### config.mk
export PLATFORM = sky130hd
export DESIGN_NAME = mdu_unit
export DESIGN_NICKNAME = d
export VERILOG_FILES = /design/src/rtl/mdu_unit.sv
export SDC_FILE = /design/constraint.sdc
export NUM_CORES = 2
export LEC_CHECK = 0
export CORE_MARGIN = 1
export CORE_UTILIZATION = 41
export DETAILED_ROUTE_END_ITERATION = 16
export PLACE_DENSITY_LB_ADDON = 0.2
export SKIP_CTS_REPAIR_TIMING = 1
export SLEW_MARGIN = 0
export SYNTH_ARGS = -nofsm -noshare
export SYNTH_HDL_FRONTEND = slang
export SYNTH_SLANG_ARGS = --single-unit
### constraint.sdc
create_clock -name clk -period 16.43 [get_ports clk]
set_input_delay 4.929 -clock clk [delete_from_list [all_inputs] [get_ports clk]]
set_output_delay 4.929 -clock clk [all_outputs]
set_load 0.05 [all_outputs]
### src/rtl/mdu_unit.sv
// mdu_unit: iterative multiply/divide unit with architectural HI/LO registers.
// Multiply waits a fixed latency, then writes the full-width product. Divide
// runs one restoring step per cycle, then spends one cycle on sign fixup.
module mdu_unit #(
  parameter int unsigned WIDTH      = 32,
  parameter int unsigned MUL_CYCLES = 4
) (
  input  logic             clk,
  input  logic             rst,
  input  logic             start,
  input  logic [2:0]       op,
  input  logic [WIDTH-1:0] a,
  input  logic [WIDTH-1:0] b,
  output logic             busy,
  output logic             done,
  output logic [WIDTH-1:0] hi,
  output logic [WIDTH-1:0] lo
);

  localparam int unsigned CW = $clog2(WIDTH + 2);
  localparam logic [CW-1:0] MUL_LAST = CW'(MUL_CYCLES - 1);
  localparam logic [CW-1:0] DIV_LAST = CW'(WIDTH);

  typedef enum logic [1:0] {IDLE, MUL, DIV} state_e;
  typedef enum logic [2:0] {
    OP_MULT  = 3'b000,
    OP_MULTU = 3'b001,
    OP_DIV   = 3'b010,
    OP_DIVU  = 3'b011,
    OP_MTHI  = 3'b100,
    OP_MTLO  = 3'b101
  } op_e;

  state_e           state_q;
  logic [CW-1:0]    cnt_q;
  logic [WIDTH-1:0] a_q;     // multiplicand, or original dividend for divide-by-zero
  logic [WIDTH-1:0] b_q;     // multiplier, or divisor magnitude
  logic             sgn_q;   // signed multiply
  logic [WIDTH-1:0] rem_q;
  logic [WIDTH-1:0] quo_q;   // holds dividend magnitude, shifted out as quotient bits enter
  logic             qneg_q;
  logic             rneg_q;
  logic [WIDTH-1:0] hi_q;
  logic [WIDTH-1:0] lo_q;
  logic             busy_q;
  logic             done_q;

  logic [2*WIDTH-1:0] mul_a_ext, mul_b_ext, prod;
  logic [WIDTH:0]     rem_sh, diff;
  logic [WIDTH-1:0]   rem_d, quo_d;
  logic [WIDTH-1:0]   q_fix, r_fix;
  logic               a_neg_in, b_neg_in;
  logic [WIDTH-1:0]   a_mag_in, b_mag_in;

  // Full-width product of latched operands; sign extension gives signed result.
  always_comb begin
    mul_a_ext = sgn_q ? {{WIDTH{a_q[WIDTH-1]}}, a_q} : {{WIDTH{1'b0}}, a_q};
    mul_b_ext = sgn_q ? {{WIDTH{b_q[WIDTH-1]}}, b_q} : {{WIDTH{1'b0}}, b_q};
    prod      = mul_a_ext * mul_b_ext;
  end

  // Operand magnitudes at launch; DIV (op[0]=0) is signed, DIVU is not.
  always_comb begin
    a_neg_in = ~op[0] & a[WIDTH-1];
    b_neg_in = ~op[0] & b[WIDTH-1];
    a_mag_in = a_neg_in ? -a : a;
    b_mag_in = b_neg_in ? -b : b;
  end

  // One restoring-division step plus the final sign fixup.
  always_comb begin
    rem_sh = {rem_q, quo_q[WIDTH-1]};
    diff   = rem_sh - {1'b0, b_q};
    if (!diff[WIDTH]) begin
      rem_d = diff[WIDTH-1:0];
      quo_d = {quo_q[WIDTH-2:0], 1'b1};
    end else begin
      rem_d = rem_sh[WIDTH-1:0];
      quo_d = {quo_q[WIDTH-2:0], 1'b0};
    end
    q_fix = qneg_q ? -quo_q : quo_q;
    r_fix = rneg_q ? -rem_q : rem_q;
  end

  // Control FSM, operand latches and architectural HI/LO.
  always_ff @(posedge clk or negedge rst) begin
    if (!rst) begin
      state_q <= IDLE;
      cnt_q   <= '0;
      a_q     <= '0;
      b_q     <= '0;
      sgn_q   <= 1'b0;
      rem_q   <= '0;
      quo_q   <= '0;
      qneg_q  <= 1'b0;
      rneg_q  <= 1'b0;
      hi_q    <= '0;
      lo_q    <= '0;
      busy_q  <= 1'b0;
      done_q  <= 1'b0;
    end else begin
      done_q <= 1'b0;
      case (state_q)
        IDLE: begin
          if (start) begin
            case (op)
              OP_MULT, OP_MULTU: begin
                a_q     <= a;
                b_q     <= b;
                sgn_q   <= (op == OP_MULT);
                cnt_q   <= '0;
                busy_q  <= 1'b1;
                state_q <= MUL;
              end
              OP_DIV, OP_DIVU: begin
                a_q     <= a;
                b_q     <= b_mag_in;
                quo_q   <= a_mag_in;
                rem_q   <= '0;
                qneg_q  <= a_neg_in ^ b_neg_in;
                rneg_q  <= a_neg_in;
                cnt_q   <= '0;
                busy_q  <= 1'b1;
                state_q <= DIV;
              end
              OP_MTHI: hi_q <= a;
              OP_MTLO: lo_q <= a;
              default: ;
            endcase
          end
        end
        MUL: begin
          if (cnt_q == MUL_LAST) begin
            hi_q    <= prod[2*WIDTH-1:WIDTH];
            lo_q    <= prod[WIDTH-1:0];
            busy_q  <= 1'b0;
            done_q  <= 1'b1;
            state_q <= IDLE;
          end else begin
            cnt_q <= cnt_q + 1'b1;
          end
        end
        DIV: begin
          if (cnt_q == DIV_LAST) begin
            // Zero divisor: report all-ones quotient and the untouched dividend.
            if (b_q == '0) begin
              hi_q <= a_q;
              lo_q <= '1;
            end else begin
              hi_q <= r_fix;
              lo_q <= q_fix;
            end
            busy_q  <= 1'b0;
            done_q  <= 1'b1;
            state_q <= IDLE;
          end else begin
            rem_q <= rem_d;
            quo_q <= quo_d;
            cnt_q <= cnt_q + 1'b1;
          end
        end
        default: state_q <= IDLE;
      endcase
    end
  end

  assign busy = busy_q;
  assign done = done_q;
  assign hi   = hi_q;
  assign lo   = lo_q;

endmodule

==> results.toml <==
[floorplanning]
core_area_sq_um = 149800
io-pin-count = 136
die_h_um = 390.4
dieWidth_um = 390.4
rows = 142
die_area_sq_um = 152400
start_util_pct = 41.30

[synth]
ys_warn_count = 0
synth_cell_types = 71
synth-edff-count = 0
synth_area_sq_um = 61860
ys_seq_area_share_pct = 8.293
syn_nets = 8717
synth.avg_cell_area_sq_um = 8.995
syn_inst = 6877
ys_ff_latch = 205
synthFlopType = "dfrtp_1"
ys_async_sr_fraction_pct = 100.0

[global_routing]
busiest_layer = "met2"
grt_overflow = 0
grt_max_degree = 105
grt_pass1_wl_um = 321500
met3_usage_pct = 6.464
met1_usage_pct = 40.33
grt_pass1_vias = 50370
antenna_found_initial = 14
grtUsageMet2_pct = 42.59
track_usage_pct = 28.20

[sta]
post-route-period-util_pct = 65.49
tightest_slew_ns = 1.223
rsz0062_at_grt = "no"
relSlewSlack_pct = 18.44
setup_viol = 0
finalHoldViolations = 0
setup_tns_ns = 0
clock_skew_ns = 0.04816
finalCriticalPeriod_ns = 10.76
drv_slew = 0
fmax_mhz = 92.94

[placement]
dp_hpwl_um = 163000
routabilityCongestion = 0.9340
placed_cell_area_sq_um = 65080
port_buffers = 135
placed_cells = 8745

[detailed_routing]
drc = 0
via_per_inst = 5.291
ant_nets = 0
drt-initial-drc-count = 3580
dr.pass1.iters = 6
wl_per_cell_um = 23.54
vias = 46560
totalWireLength_um = 207100

[cts]
cts_buffers = 28
cts_buffer_depth = 3
cts_tree = "done"
htreeDepth = 1
cts_sinks = 205
root_buffer = "clkbuf_16"
clkLatencyLatePin_ns = 0.66
clk_pin_slew_worst_paths_ns = 0.09

[worst_hold_path]
holdCritPathClass = "reg -> reg"

[final_layout]
fin_cells = 8799
syn2layout_area_growth_pct = 6.707
final_area_sq_um = 66010
nets = 8599
drive_gt1_share_pct = 2.802

[worst_setup_path]
slowest_stage = "fa_1"
crit_fanout = 42
endpoint_kind = "flip-flop"
worstPathArrival_ns = 11.31
crit_top_cell = "fa_1"
cpPeakStageDelay_ns = 0.88
start_kind = "flip-flop"
crit_required_ns = 16.98
worstSetupPathType = "reg -> reg"

[status]
status = "finished, final reports clean"

[job]
cap_viol_max_count = 0
==> synthesized netlist by cell type (all sizes together), types with 35 or more instances <==
cell / n / share of area (%)
inv: 1597 / 9.7
fa: 1420 / 46
nand2: 887 / 5.4
and2: 577 / 5.8
clkbuf: 356 / 2.2
ha: 350 / 7.1
o21ai: 267 / 2.2
dfrtp: 205 / 8.3
a21oi: 180 / 1.5
xnor2: 176 / 2.5
nor2: 147 / 0.89
xor2: 77 / 1.1
a21o: 64 / 0.78
o31ai: 59 / 0.72
mux2i: 41 / 0.66
a221oi: 35 / 0.50
==> cell usage in the layout, fill, tap and decap left out, drive strengths merged, types with 35 or more instances in the layout <==
| cell | n |
|---|---|
| inv | 1600 |
| fa | 1420 |
| nand2 | 887 |
| and2 | 577 |
| ha | 350 |
| o21ai | 267 |
| dfrtp | 205 |
| a21oi | 180 |
| xnor2 | 176 |
| nor2 | 147 |
| clkdlybuf4s50 | 134 |
| buf | 94 |
| xor2 | 77 |
| a21o | 64 |
| o31ai | 59 |
| mux2i | 41 |
| clkbuf | 38 |
| a221oi | 35 |
==> state kept, by name, indices dropped and copies added (netlist names) <==
| signal | count |
|---|---|
| a_q | 32 |
| b_q | 32 |
| hi | 32 |
| lo | 32 |
| quo_q | 32 |
| rem_q | 32 |
| cnt_q | 6 |
| state_q | 2 |
| busy | 1 |
| done | 1 |
| qneg_q | 1 |
| rneg_q | 1 |
| sgn_q | 1 |
==> metal layers <==
metal  vias up  share of wire (%)
li1      20280                  -
met1     24150                 44
met2      1840                 43
met3       268                9.6
met4        12                3.4
met5         -              0.037
==> kinds of logic (layout without fill, tap and decap cells) <==
group	Yosys count	in the layout	synth area share [%]
other	0	2	0
DFF	205	205	8.293
AOI/OAI and AO/OA	769	769	7.714
buffers and inverters	1973	1877	11.99
and+or+nand+nor	1858	1858	14.59
muxes	45	45	0.7362
adders and majority gates	1774	1774	53.10
xor gates and xnor gates	253	253	3.582
==> worst paths after layout <==
kind	startpoint	endpoint	slack, ns	cells past startpoint
hold / removal	a_q[23]$_DFFE_PN0P_	a_q[23]$_DFFE_PN0P_	0.48	2
setup reg to reg	a_q[31]$_DFFE_PN0P_	hi[31]$_DFFE_PN0P_	5.67	29
min in group asynchronous	rst	lo[25]$_DFFE_PN0P_	4.32	1
max in group asynchronous	rst	b_q[21]$_DFFE_PN0P_	10.46	2
setup / recovery	a_q[31]$_DFFE_PN0P_	hi[31]$_DFFE_PN0P_	5.67	29
hold reg to reg	a_q[23]$_DFFE_PN0P_	a_q[23]$_DFFE_PN0P_	0.48	2
==> stage by stage <==
| stage | util (%) | setup slack, ns | hold slack (ns) |
|---|---|---|---|
| 4_1_cts | 44.07 | 5.705 | 0.4803 |
| 3_5_place_dp | 43.45 | 5.771 | 0.4644 |
| 3_3_place_gp | 43.45 | 5.868 | 0.4615 |
| 2_1_floorplan | - | 7.156 | 0.4983 |
| 6_report | 44.07 | 5.671 | 0.4783 |
| 5_1_grt | 44.07 | 5.242 | 0.4935 |
==> layout make-up <==
cell class | count | area (sq um)
diodes | 2 | 5.005
clock buffers | 38 | 788.3
clock inverters | 14 | 140.1
fillers | 14780 | 83770
inverters | 1597 | 5995
multi-input cells | 4699 | 49370
flip-flops and latches | 205 | 5136
well taps | 2016 | 2522
repair buffers | 228 | 2054
==> worst max-delay path, delay by kind of cell, from the launching register on <==
kind	cells	cell delay [ns]
flops	1	0.33
fa+ha+maj	11	6.09
compound gates	6	1.63
simple gates	3	0.55
buf+inv	8	1.60
mux	1	0.39
Power is not shown: default switching activity piles up to over one toggle a cycle in this logic, so the estimate is an artifact.
